--- src/rtl/imem_if.sv ---
// imem_if - bundle of the fetch, loader and memory-port signals of imem_ctrl.
//
// Signals (direction seen from the controller, modport slave):
//   fetch_req   in   CPU word-fetch request
//   fetch_addr  in   32-bit byte address of the fetch
//   fetch_ready out  fetch accepted when fetch_req && fetch_ready
//   fetch_valid out  one-cycle result pulse
//   fetch_inst  out  assembled little-endian instruction word
//   fetch_err   out  accepted address was misaligned or out of range
//   load_valid  in   loader presents a byte write
//   load_addr   in   loader byte address (ADDR_W)
//   load_data   in   loader byte
//   load_ready  out  write performed when load_valid && load_ready
//   mem_addr    out  memory byte address (ADDR_W)
//   mem_we      out  memory write enable
//   mem_wdata   out  memory write byte
//   mem_rdata   in   memory read byte, combinational from mem_addr
//   busy        out  controller is not idle
// The master modport is the requester/memory side.
interface imem_if #(
   parameter int ADDR_W = 10
);
   logic              fetch_req;
   logic [31:0]       fetch_addr;
   logic              fetch_ready;
   logic              fetch_valid;
   logic [31:0]       fetch_inst;
   logic              fetch_err;
   logic              load_valid;
   logic [ADDR_W-1:0] load_addr;
   logic [7:0]        load_data;
   logic              load_ready;
   logic [ADDR_W-1:0] mem_addr;
   logic              mem_we;
   logic [7:0]        mem_wdata;
   logic [7:0]        mem_rdata;
   logic              busy;

   modport master (
      output fetch_req, fetch_addr, load_valid, load_addr, load_data, mem_rdata,
      input  fetch_ready, fetch_valid, fetch_inst, fetch_err, load_ready,
             mem_addr, mem_we, mem_wdata, busy
   );

   modport slave (
      input  fetch_req, fetch_addr, load_valid, load_addr, load_data, mem_rdata,
      output fetch_ready, fetch_valid, fetch_inst, fetch_err, load_ready,
             mem_addr, mem_we, mem_wdata, busy
   );
endinterface

--- src/rtl/imem_ctrl.sv ---
// imem_ctrl - shares the single byte port of the instruction memory between
// the CPU fetch stage and a program loader. A word fetch is four byte reads
// assembled little-endian (byte at addr lands in bits 7:0). Loader writes win
// arbitration, but only LOAD_BURST times in a row while a fetch is waiting.
//
// Ports:
//   clk  clock, rising edge
//   rst  synchronous active-high reset
//   bus  imem_if.slave: fetch request/response, loader write port, memory port
//
// Build option: define IMEM_LOAD_EN to include the loader port and the
// arbitration/streak logic; without it the loader is ignored and the memory
// is only ever read.
module imem_ctrl #(
   parameter int ADDR_W     = 10,
   parameter int LOAD_BURST = 4
) (
   input logic   clk,
   input logic   rst,
   imem_if.slave bus
);

   localparam logic [1:0] S_IDLE = 2'd0;
   localparam logic [1:0] S_RD   = 2'd1;
   localparam logic [1:0] S_RESP = 2'd2;

   // Highest legal word base: the last full word must fit in the memory.
   localparam logic [32:0] MAX_ADDR = (33'd1 << ADDR_W) - 33'd4;

   logic [1:0]        r_state;
   logic [1:0]        r_k;
   logic [ADDR_W-1:0] r_base;
   logic [23:0]       r_acc;
   logic [31:0]       r_inst;
   logic              r_err;

   logic              w_idle;
   logic              w_load_gnt;
   logic              w_fetch_gnt;
   logic              w_bad;
   logic [ADDR_W-1:0] w_ld_addr;
   logic [7:0]        w_ld_data;

   assign w_idle = (r_state == S_IDLE);

`ifdef IMEM_LOAD_EN
   localparam int SW = $clog2(LOAD_BURST + 1);

   logic [SW-1:0] r_streak;
   logic          w_starve;

   // A waiting fetch that has already seen LOAD_BURST loads wins the port.
   assign w_starve   = bus.fetch_req && (r_streak == SW'(LOAD_BURST));
   assign w_load_gnt = !rst && w_idle && bus.load_valid && !w_starve;
   assign w_ld_addr  = bus.load_addr;
   assign w_ld_data  = bus.load_data;

   always_ff @(posedge clk) begin
      if (rst) begin
         r_streak <= '0;
      end else if (w_fetch_gnt) begin
         r_streak <= '0;
      end else if (w_load_gnt && bus.fetch_req && (r_streak != SW'(LOAD_BURST))) begin
         r_streak <= r_streak + 1'b1;
      end
   end
`else
   logic w_unused_load;

   assign w_unused_load = ^{bus.load_valid, bus.load_addr, bus.load_data};
   assign w_load_gnt    = 1'b0;
   assign w_ld_addr     = '0;
   assign w_ld_data     = '0;
`endif

   assign w_fetch_gnt = !rst && w_idle && bus.fetch_req && !w_load_gnt;
   assign w_bad       = (bus.fetch_addr[1:0] != 2'b00) || ({1'b0, bus.fetch_addr} > MAX_ADDR);

   assign bus.fetch_ready = !rst && w_idle && !w_load_gnt;
   assign bus.load_ready  = w_load_gnt;
   assign bus.mem_we      = w_load_gnt;
   assign bus.mem_wdata   = w_load_gnt ? w_ld_data : 8'h00;
   assign bus.mem_addr    = w_load_gnt          ? w_ld_addr :
                            (r_state == S_RD)   ? r_base + ADDR_W'(r_k) :
                                                  '0;
   assign bus.fetch_valid = (r_state == S_RESP);
   assign bus.fetch_inst  = r_inst;
   assign bus.fetch_err   = r_err;
   assign bus.busy        = !w_idle;

   // Control: state, byte counter and the visible result registers.
   always_ff @(posedge clk) begin
      if (rst) begin
         r_state <= S_IDLE;
         r_k     <= 2'd0;
         r_inst  <= '0;
         r_err   <= 1'b0;
      end else begin
         case (r_state)
            S_IDLE: begin
               if (w_fetch_gnt) begin
                  r_k   <= 2'd0;
                  r_err <= w_bad;
                  if (w_bad) begin
                     r_inst  <= '0;
                     r_state <= S_RESP;
                  end else begin
                     r_state <= S_RD;
                  end
               end
            end
            S_RD: begin
               if (r_k == 2'd3) begin
                  // Result is published only once the word is complete.
                  r_inst  <= {bus.mem_rdata, r_acc};
                  r_k     <= 2'd0;
                  r_state <= S_RESP;
               end else begin
                  r_k <= r_k + 2'd1;
               end
            end
            S_RESP:  r_state <= S_IDLE;
            default: r_state <= S_IDLE;
         endcase
      end
   end

   // Data: fetch base and the three low bytes of the word being assembled.
   always_ff @(posedge clk) begin
      if (w_fetch_gnt) begin
         r_base <= bus.fetch_addr[ADDR_W-1:0];
      end
      if (r_state == S_RD) begin
         case (r_k)
            2'd0:    r_acc[7:0]   <= bus.mem_rdata;
            2'd1:    r_acc[15:8]  <= bus.mem_rdata;
            2'd2:    r_acc[23:16] <= bus.mem_rdata;
            default: ;
         endcase
      end
   end

endmodule

--- src/flat_wrapper.sv ---
// flat-port wrapper written by rule: the top's interface ports become plain ports
module imem_ctrl_flat 
#(
   parameter int ADDR_W     = 10,
   parameter int LOAD_BURST = 4
)
  (clk, rst, bus_fetch_req, bus_fetch_addr, bus_load_valid, bus_load_addr, bus_load_data, bus_mem_rdata, bus_fetch_ready, bus_fetch_valid, bus_fetch_inst, bus_fetch_err, bus_load_ready, bus_mem_addr, bus_mem_we, bus_mem_wdata, bus_busy);
  imem_if #(.ADDR_W(ADDR_W)) bus_i ();
  input logic clk;
  input logic rst;
  input wire logic [$bits(bus_i.fetch_req)-1:0] bus_fetch_req;
  input wire logic [$bits(bus_i.fetch_addr)-1:0] bus_fetch_addr;
  input wire logic [$bits(bus_i.load_valid)-1:0] bus_load_valid;
  input wire logic [$bits(bus_i.load_addr)-1:0] bus_load_addr;
  input wire logic [$bits(bus_i.load_data)-1:0] bus_load_data;
  input wire logic [$bits(bus_i.mem_rdata)-1:0] bus_mem_rdata;
  output wire logic [$bits(bus_i.fetch_ready)-1:0] bus_fetch_ready;
  output wire logic [$bits(bus_i.fetch_valid)-1:0] bus_fetch_valid;
  output wire logic [$bits(bus_i.fetch_inst)-1:0] bus_fetch_inst;
  output wire logic [$bits(bus_i.fetch_err)-1:0] bus_fetch_err;
  output wire logic [$bits(bus_i.load_ready)-1:0] bus_load_ready;
  output wire logic [$bits(bus_i.mem_addr)-1:0] bus_mem_addr;
  output wire logic [$bits(bus_i.mem_we)-1:0] bus_mem_we;
  output wire logic [$bits(bus_i.mem_wdata)-1:0] bus_mem_wdata;
  output wire logic [$bits(bus_i.busy)-1:0] bus_busy;
  assign bus_i.fetch_req = bus_fetch_req;
  assign bus_i.fetch_addr = bus_fetch_addr;
  assign bus_i.load_valid = bus_load_valid;
  assign bus_i.load_addr = bus_load_addr;
  assign bus_i.load_data = bus_load_data;
  assign bus_i.mem_rdata = bus_mem_rdata;
  assign bus_fetch_ready = bus_i.fetch_ready;
  assign bus_fetch_valid = bus_i.fetch_valid;
  assign bus_fetch_inst = bus_i.fetch_inst;
  assign bus_fetch_err = bus_i.fetch_err;
  assign bus_load_ready = bus_i.load_ready;
  assign bus_mem_addr = bus_i.mem_addr;
  assign bus_mem_we = bus_i.mem_we;
  assign bus_mem_wdata = bus_i.mem_wdata;
  assign bus_busy = bus_i.busy;
  imem_ctrl #(.ADDR_W(ADDR_W), .LOAD_BURST(LOAD_BURST)) u_core (.clk(clk), .rst(rst), .bus(bus_i));
endmodule
--- config.mk ---
export PLATFORM = sky130hd
export DESIGN_NAME = imem_ctrl_flat
export DESIGN_NICKNAME = d
export VERILOG_FILES = /design/src/rtl/imem_if.sv /design/src/rtl/imem_ctrl.sv /design/src/flat_wrapper.sv
export SDC_FILE = /design/constraint.sdc
export NUM_CORES = 1
export LEC_CHECK = 0
export BUFFER_PORTS_ARGS = -buffer_cell sky130_fd_sc_hd__buf_2
export CORE_MARGIN = 5
export CORE_UTILIZATION = 25
export CTS_CLUSTER_DIAMETER = 30
export DETAILED_ROUTE_END_ITERATION = 7
export MAX_ROUTING_LAYER = met4
export PLACE_DENSITY_LB_ADDON = 0.12
export SETUP_SLACK_MARGIN = 0.4
export SYNTH_ARGS = -nofsm -noshare
export SYNTH_HDL_FRONTEND = slang
export SYNTH_SLANG_ARGS = --single-unit
export TNS_END_PERCENT = 10
--- constraint.sdc ---
create_clock -name clk -period 5.53 [get_ports clk]
set_input_delay 1.106 -clock clk [delete_from_list [all_inputs] [get_ports clk]]
set_output_delay 1.106 -clock clk [all_outputs]
set_load 0.01 [all_outputs]
# ---- Word level (Yosys, flattened, before mapping)
# Index checks and enable logic that the tools add are counted.
dict set report word_totals {
  n_memories 0
  word_cells 47
  output_inout_bits 56
  inputBits 62
  ramBits 0
  register_bits 71
  latch_bits 0
  mem_bits_ro 0
}
dict set report classes {
  n_reduce_logical 16
  bitwise 0
  shift 0
  n_addsub 2
  div_mod_pow 0
  magnitude_cmp 1
  mul 0
  n_mux 12
  eq_ne 8
}
# cell n
set ops {}
lappend ops {{two-way mux 32 bit} 3}
lappend ops {{one-hot mux 32 bit (2 select lines)} 1}
lappend ops {{greater-than comparator 32 x 10 -> 1 bit (second input constant)} 1}
lappend ops {{AND reduction 2 bit} 6}
lappend ops {{adder 10 x 2 -> 10 bit} 1}
lappend ops {{two-way mux 10 bit} 1}
lappend ops {{two-way mux 2 bit} 5}
lappend ops {{one-hot mux 2 bit (2 select lines)} 2}
lappend ops {{equality test 2 bit (second input constant)} 3}
lappend ops {{inequality test 2 bit (second input constant)} 3}
lappend ops {{equality test 2 x 1 -> 1 bit (second input constant)} 2}
lappend ops {{logical NOT 2 bit} 2}
lappend ops {{AND reduction 4 bit} 1}
lappend ops {{nonzero test 2 bit} 2}
lappend ops {{adder 2 x 1 -> 2 bit (second input constant)} 1}
lappend ops {{logical AND 1 bit} 2}
lappend ops {{logical NOT 1 bit} 2}
lappend ops {{logical OR 1 bit} 1}

# ---- Depth between registers and ports, before layout
# Gate-level depths: netlist of run 1.
dict set report logic_depth {
  ltp_word 5
  mapped_depth 6
  depth_no_buf 6
}

# ---- Least setup slack after synthesis of run 1
# Ideal clock, no wire load.
dict set report synth_timing {
  path_type {input -> output}
  start {in rst}
  end {out bus_fetch_ready}
  path_stages 3
  arrival_ps 1813
  path_buffers 2
  path_slack_ps 2611
  required_time_ps 4424
  path_cell_list {buf_1 clkbuf_1 nor2_1}
}
dict set report synth_via {
  elab_chain_cells 2
}
# item line
set synth_lines {}
lappend synth_lines {{start, declared} flat_wrapper.sv:10} ;# input logic rst;
lappend synth_lines {{logical NOT 1 bit} imem_ctrl.sv:79} ;# assign bus.fetch_ready = !rst && w_idle && !w_load_gnt;
lappend synth_lines {{logical AND 1 bit} imem_ctrl.sv:79}
lappend synth_lines {{end, declared} flat_wrapper.sv:17} ;# output wire logic [$bits(bus_i.fetch_ready)-1:0] bus_fetch_ready;
# Every way passes these cells.

# ---- Final worst setup path of run 1
dict set report layout_timing {
  start {reg u_core.r_k[0]}
  end {out bus_mem_addr[8]}
}
dict set report layout_via {
  elab_chain_cells 2
}
# item line
set layout_lines {}
lappend layout_lines {{start, declared} imem_ctrl.sv:31} ;# logic [1:0] r_k;
lappend layout_lines {{start signal, assigned} imem_ctrl.sv:119} ;# r_k <= r_k + 2'd1;
lappend layout_lines {{adder 10 x 2 -> 10 bit} imem_ctrl.sv:84} ;# (r_state == S_RD) ? r_base + ADDR_W'(r_k) :
lappend layout_lines {{two-way mux 10 bit} imem_ctrl.sv:84}
lappend layout_lines {{end, declared} flat_wrapper.sv:22} ;# output wire logic [$bits(bus_i.mem_addr)-1:0] bus_mem_addr;
# Every way passes these cells.

==> results of run 1 <==
worst min-delay path, stage by stage, from the launching register on:
cell	delay, ns
dfxtp_1	0.31
nand2b_1	0.07
mux2i_1	0.06
path summary, 6_finish.rpt:
check,to,depth (start not counted)
min reg2reg,u_core.bus.fetch_err,2
max,bus_mem_addr[8],7
min,u_core.bus.fetch_err,2
max reg2reg,u_core.bus.fetch_inst[0],4
placed cells by master, fill, tap and decap left out, drive strengths merged:
master    n
conb     10
a21oi    36
and3      1
o21bai    1
nor2     11
buf      90
mux2i     1
or3       2
nor3b     1
xnor2     5
nor2b     2
or2       1
ha        6
clkbuf   11
edfxtp   34
and4      1
nand2b    2
nand3     4
and2      7
o31ai     1
a2111oi   1
nand2     3
bufinv    2
nor4      5
xor2      1
a211oi   64
nor3      3
fa        1
clkinv    3
or4       2
dfxtp    37
inv       3
a22oi     2
o21ai     2
and2b     1
sequential cells by signal (all words and copies together), names as in the netlist:
signal / count
u_core.bus.fetch_inst: 32
u_core.r_acc: 24
u_core.r_base: 10
u_core.r_k: 2
u_core.r_state: 2
u_core.bus.fetch_err: 1
metrics by stage:
step	cell area, um2	hold slack, ns
floorplan	3160	0.492
global placement	3630	0.471
detailed placement	3630	0.485
CTS	3950	0.495
global route	3950	0.533
finish	3950	0.487
cells by family (layout without fill, tap and decap cells):
kind of cell               count (synthesis)  after routing  synth area share (%)
AOI/OAI and AO/OA                        107            107                  23.0
DFF                                       71             71                  56.3
and+or+nand+nor                           46             46                  8.64
buffers and inverters                     35            109                  6.84
adders and majority gates                  7              7                  3.04
xor gates and xnor gates                   6              6                  1.68
other                                      1             10                 0.120
muxes                                      1              1                 0.320
final cells by class:
cell class	count	area, um2
Sequential cell	71	1760
Timing Repair Buffer	90	455
Clock buffer	11	233
Tap cell	168	210
Clock inverter	5	82.6
Inverter	3	11.3
Multi-Input combinational cell	177	1200
Fill cell	1262	8160
power by group through the flow:
stage	Combinational [mW]	Clock, mW	Sequential [mW]
6_report	0.0588	0.619	0.559
5_1_grt	0.0655	0.661	0.559
4_1_cts	0.0596	0.636	0.559
3_5_place_dp	0.0593	0	0.570
3_3_place_gp	0.0586	0	0.570
2_1_floorplan	0.0346	0	0.569
per-layer routing:
metal  track usage (%)  routed length [um]
met1              14.5                3870
met2              18.8                3880
met3              4.60                 504
met4              3.78                 106
met5                 -                   0
==> flow_metrics.py, run 1 <==
metrics = {
    "finish": {
        "final_cells": 525,
        "area_delta_synth_final_pct": 26.3,
        "final_nets": 421,
        "postLayoutCoreUtil_pct": 32.6,
        "drive_gt1_share_pct": 31.9,
        "antenna_cells": 0,
    },
    "routing": {
        "antenna_left": 0,
        "avgRoutedWirePerCell_um": 15.9,
        "drc": 0,
        "first_pass_iters": 4,
        "drt_wl_total_um": 8370,
        "num_vias": 2365,
        "viasPerCell": 4.50,
        "drtIter0Drc": 122,
    },
    "pwr": {
        "p_clk_share_pct": 50.1,
        "leakage_nw": 1.45,
        "p_seq_share_pct": 45.2,
        "p_per_area_nw_per_um2": 313,
        "pwr-share-comb_pct": 4.8,
        "irDropWorstVdd_mv": 0.165,
        "internal-power_mw": 0.974,
        "p_sw_share_pct": 21.3,
        "p_sw_mw": 0.263,
        "total_power_mw": 1.24,
    },
    "global_routing": {
        "grt_usage_pct": 12.1,
        "grt_overflow": 0,
        "antenna_found_initial": 0,
        "grt_pass1_vias": 2442,
        "grt_pass1_wl_um": 13200,
        "grt_start_max_net_pins": 65,
    },
    "placement": {
        "gp_congestion": 0.702,
        "dp.cells": 509,
        "io_buffers": 88,
        "place_ws_ns": 2.27,
        "dp_hpwl_um": 5410,
    },
    "logic_synthesis": {
        "synth-main-ff-cell": "dfxtp_1",
        "synth_warnings": 0,
        "synth_edf_count": 34,
        "syn_area_um2": 3130,
        "yosysMostFrequentCell": "a211oi_1",
        "async_flop_share_pct": 0,
        "synthCells": 274,
        "synth_cell_type_count": 40,
        "yosysTopAreaCell": "edfxtp_1",
        "yosys.area.top_type_share_pct": 32.7,
        "ys_top_cells_by_area": "edfxtp_1 (33%), dfxtp_1 (24%), a211oi_1 (15%), a21oi_1 (5.8%), buf_4 (3.4%)",
        "yosys-top-cells-count": "a211oi_1 (62), dfxtp_1 (37), a21oi_1 (36), edfxtp_1 (34), buf_4 (14)",
        "avgSynthCellArea_um2": 11.4,
        "synth_seq_cells": 71,
        "ys_seq_area_share_pct": 56.3,
    },
    "setup_path": {
        "cp.arrival_ns": 2.20,
        "rr_startpoint": "u_core.r_state[0]",
        "crit_path_max_incr_delay_ns": 0.43,
        "critPathCaptureType": "output port",
        "worstSetupStartpoint": "u_core.r_k[0]",
        "cp_top_family": "simple AND/OR/NAND/NOR gates",
        "r2r_slack_ns": 3.14,
        "startpoint_type": "flop",
        "crit_fanout": 6,
        "path_cells": "ha_1, fa_1, and3_1, nand2_1, or3_1, a21oi_1, buf_2",
        "required_ns": 4.42,
        "critical-path-slowest-cell": "dfxtp_1",
        "crit_buf_inv": 1,
        "path_class": "flop to output port",
    },
    "timing": {
        "slew_headroom_pct": 20.0,
        "rsz0062_at_grt": "no",
        "worstMarginPinSlew_ns": 1.20,
        "period_needed_ns": 3.31,
        "drv_slew": 0,
        "clock.fmax_ghz": 0.302,
        "setup_ws_ns": 2.22,
        "finalClockSkew_ns": 0.00658,
        "finalHoldViolCount": 0,
        "fin_crit_sh_pct": 59.8,
        "setup_viol": 0,
        "setup_tns_ns": 0,
    },
    "min_path": {
        "min-delay-start": "u_core.bus.fetch_err",
        "hold_class": "flop to flop",
    },
    "floorplan": {
        "ios": 118,
        "dieHeight_um": 122,
        "rows": 40,
        "core_area_um2": 12100,
        "die_area_um2": 14800,
        "start_util_pct": 25.8,
        "die_w_um": 122,
    },
    "cts": {
        "postCtsSetupRepairBufs": 0,
        "insertion_delay_ns": 0.33,
        "htreeDepth": 3,
        "cts_resized": 0,
        "cts.sinks": 71,
        "path_clk_slew_ns": 0.06,
        "clockRootBuffer": "clkbuf_16",
        "numCtsBuffers": 9,
        "hold_buffers": 0,
        "cts_tree": "yes",
        "clk_path_buf_depth": 2,
    },
    "flow_run": {
        "maxCapViolCount": 0,
    },
    "status": {
        "status": "completed",
    },
}
Note: power is estimated with default switching activity, not from simulation.
==> run 2: changes to the inputs <==
ABC_AREA = 1   (was default)
clock period = 3.18 ns   (was 5.53 ns; I/O delays follow)
==> run 2 against run 1 <==
- non-clock buffer count is 2 higher
- sequential share of layout area is 1.2 points lower
- synthesized area is 2.3% higher
- critical path depth is 2 higher
- worst hold slack worse by 0.016 ns
- flip-flop and latch count stayed put
- setup slack worse by 1.7 ns
==> flow_metrics.py, run 2 <==
metrics = {
    "placement": {
        "gp_congestion": 0.688,
        "dp_hpwl_um": 5520,
        "io_buffers": 88,
    },
    "finish": {
        "area_delta_synth_final_pct": 26.9,
        "final_common_cell": "buf_2",
        "largest_reg_flops": 32,
        "mostFrequentLayoutCells": "buf_2 (88), nor2_1 (86), nand2_1 (80), inv_1 (41), dfxtp_1 (37)",
        "num-fill-cells": 1390,
        "final_nets": 542,
        "antenna_cells": 0,
        "drive_gt1_share_pct": 24.9,
    },
    "setup_path": {
        "reg2reg_depth": 4,
        "crit_fanout": 4,
        "r2r_slack_ns": 1.22,
        "critPathCaptureType": "output port",
        "cp.arrival_ns": 1.99,
        "required_ns": 2.54,
        "path_class": "flop to output port",
        "rr_startpoint": "u_core.r_state[0]",
        "timing.rr.end": "u_core.r_acc[20]",
        "startpoint_type": "flop",
    },
    "timing": {
        "worstMarginPinSlew_ns": 0.788,
        "clock.fmax_ghz": 0.380,
        "finalClockSkew_ns": 0.00433,
        "drv_slew": 0,
        "slew_headroom_pct": 47.3,
        "whs_ns": 0.471,
        "rsz0062_at_grt": "no",
        "period_needed_ns": 2.63,
        "setup_tns_ns": 0,
        "finalHoldViolCount": 0,
        "fin_crit_sh_pct": 82.7,
        "setup_viol": 0,
    },
    "logic_synthesis": {
        "avgSynthCellArea_um2": 8.25,
        "yosys-top-cells-count": "nor2_1 (87), nand2_1 (82), inv_1 (41), dfxtp_1 (37), edfxtp_1 (34)",
        "syn_area_um2": 3200,
        "synth_cell_type_count": 27,
        "ys_seq_area_share_pct": 55.1,
        "synth_warnings": 0,
        "yosysTopAreaCell": "edfxtp_1",
        "ys_top_cells_by_area": "edfxtp_1 (32%), dfxtp_1 (23%), nor2_1 (10%), nand2_1 (9.6%), inv_1 (4.8%)",
        "synth-main-ff-cell": "dfxtp_1",
        "synth_edf_count": 34,
        "yosys.area.top_type_share_pct": 31.9,
        "synthCells": 388,
        "yosysMostFrequentCell": "nor2_1",
        "synth_seq_cells": 71,
        "async_flop_share_pct": 0,
    },
    "pwr": {
        "p_per_area_nw_per_um2": 554,
        "leakage_nw": 1.91,
        "irDropWorstVdd_mv": 0.218,
        "total_power_mw": 2.25,
    },
    "floorplan": {
        "ios": 118,
        "rows": 41,
        "start_util_pct": 25.5,
        "die_area_um2": 15200,
        "core_area_um2": 12600,
        "dieHeight_um": 123,
        "die_w_um": 123,
    },
    "global_routing": {
        "antenna_found_initial": 0,
        "grt_pass1_vias": 2603,
        "grt_overflow": 0,
        "grt_pass1_wl_um": 12600,
        "grt_usage_pct": 11.2,
        "grt_start_max_net_pins": 42,
    },
    "routing": {
        "first_pass_iters": 4,
        "viasPerCell": 4.04,
        "drc": 0,
        "drt_wl_total_um": 7910,
        "antenna_left": 0,
        "avgRoutedWirePerCell_um": 12.2,
        "drtIter0Drc": 123,
        "num_vias": 2624,
    },
    "flow_run": {
        "maxCapViolCount": 0,
    },
    "cts": {
        "hold_buffers": 0,
        "path_clk_slew_ns": 0.05,
        "insertion_delay_ns": 0.33,
        "clk_path_buf_depth": 2,
        "cts.sinks": 71,
        "clockRootBuffer": "clkbuf_16",
        "postCtsSetupRepairBufs": 0,
        "cts_tree": "yes",
        "htreeDepth": 3,
        "numCtsBuffers": 9,
    },
    "min_path": {
        "hold_class": "flop to flop",
        "min_to": "u_core.bus.fetch_inst[14]",
        "min-delay-start": "u_core.bus.fetch_inst[14]",
        "worstHoldPathCells": 2,
    },
    "status": {
        "status": "completed",
    },
}
## run 2: area by class of cell
class                      instances  area, um2  area share, %
sequential                        71       1760           43.4
multi-input combinational        255       1170           28.9
timing repair buffer              92        470           11.6
clock buffer                      15        268           6.59
tap                              172        215           5.30
inverter                          44        165           4.07
clock inverter                     1       5.00          0.123
## run 2: where the power goes
group          switching [mW]  leakage, nW  internal [mW]
clock                   0.356        0.134          0.570
sequential             0.0277        0.613           1.01
combinational           0.171         1.16          0.112
## run 2: cell families (layout without fill, tap and decap cells)
logic type | Yosys count | count (layout) | synth area share, %
xor+xnor | 1 | 1 | 0.274
compound gates | 32 | 32 | 5.24
other cells | 1 | 10 | 0.117
simple gates | 205 | 205 | 26.2
fa+ha+maj | 7 | 7 | 2.97
flops | 71 | 71 | 55.1
buf+inv | 71 | 152 | 10.1
## run 2: worst max path at each step
stage	startpoint	endpoint	slack, ns	cells after the start
after CTS	u_core.r_k[0]	bus_mem_addr[8]	0.43	9
final	u_core.r_k[0]	bus_mem_addr[8]	0.55	9
after detailed placement	u_core.r_base[0]	bus_mem_addr[8]	0.77	8
after floorplan	u_core.r_base[0]	bus_mem_addr[8]	0.95	7
after global routing	u_core.r_k[0]	bus_mem_addr[8]	0.37	9
after global placement	u_core.r_base[0]	bus_mem_addr[8]	0.80	8
## run 2: repair_timing
item / CTS / global route
gates resized for setup: 1 / 7
endpoints found under the hold margin: 0 / 0
endpoints found under the setup margin: 1 / 2
## run 2: per-stage QoR
step | util, % | cells | setup slack, ns | area (um2)
6_report | 32.3 | 650 | 0.552 | 4060
4_1_cts | 32.1 | 650 | 0.427 | 4040
3_5_place_dp | 29.9 | 634 | 0.774 | 3760
3_3_place_gp | 29.9 | 634 | 0.798 | 3760
2_1_floorplan | - | 397 | 0.951 | 3230
5_1_grt | 32.3 | 650 | 0.369 | 4060
## run 2: metal layers
layer	vias up	track usage (%)	share of wire, %
met3	14	2.88	5.0
met4	0	5.61	2.1
met1	1173	14.5	50
met2	67	16.1	43
met5	-	-	0
li1	1370	-	-
## run 2: worst max-delay path, cell delays in order (launching register included)
cell,delay (ns)
dfxtp_1,0.38
ha_2,0.23
fa_2,0.22
nand2_2,0.06
nor2_1,0.14
nand2_2,0.10
nor2_4,0.13
a21oi_2,0.07
a211oi_2,0.16
buf_2,0.17
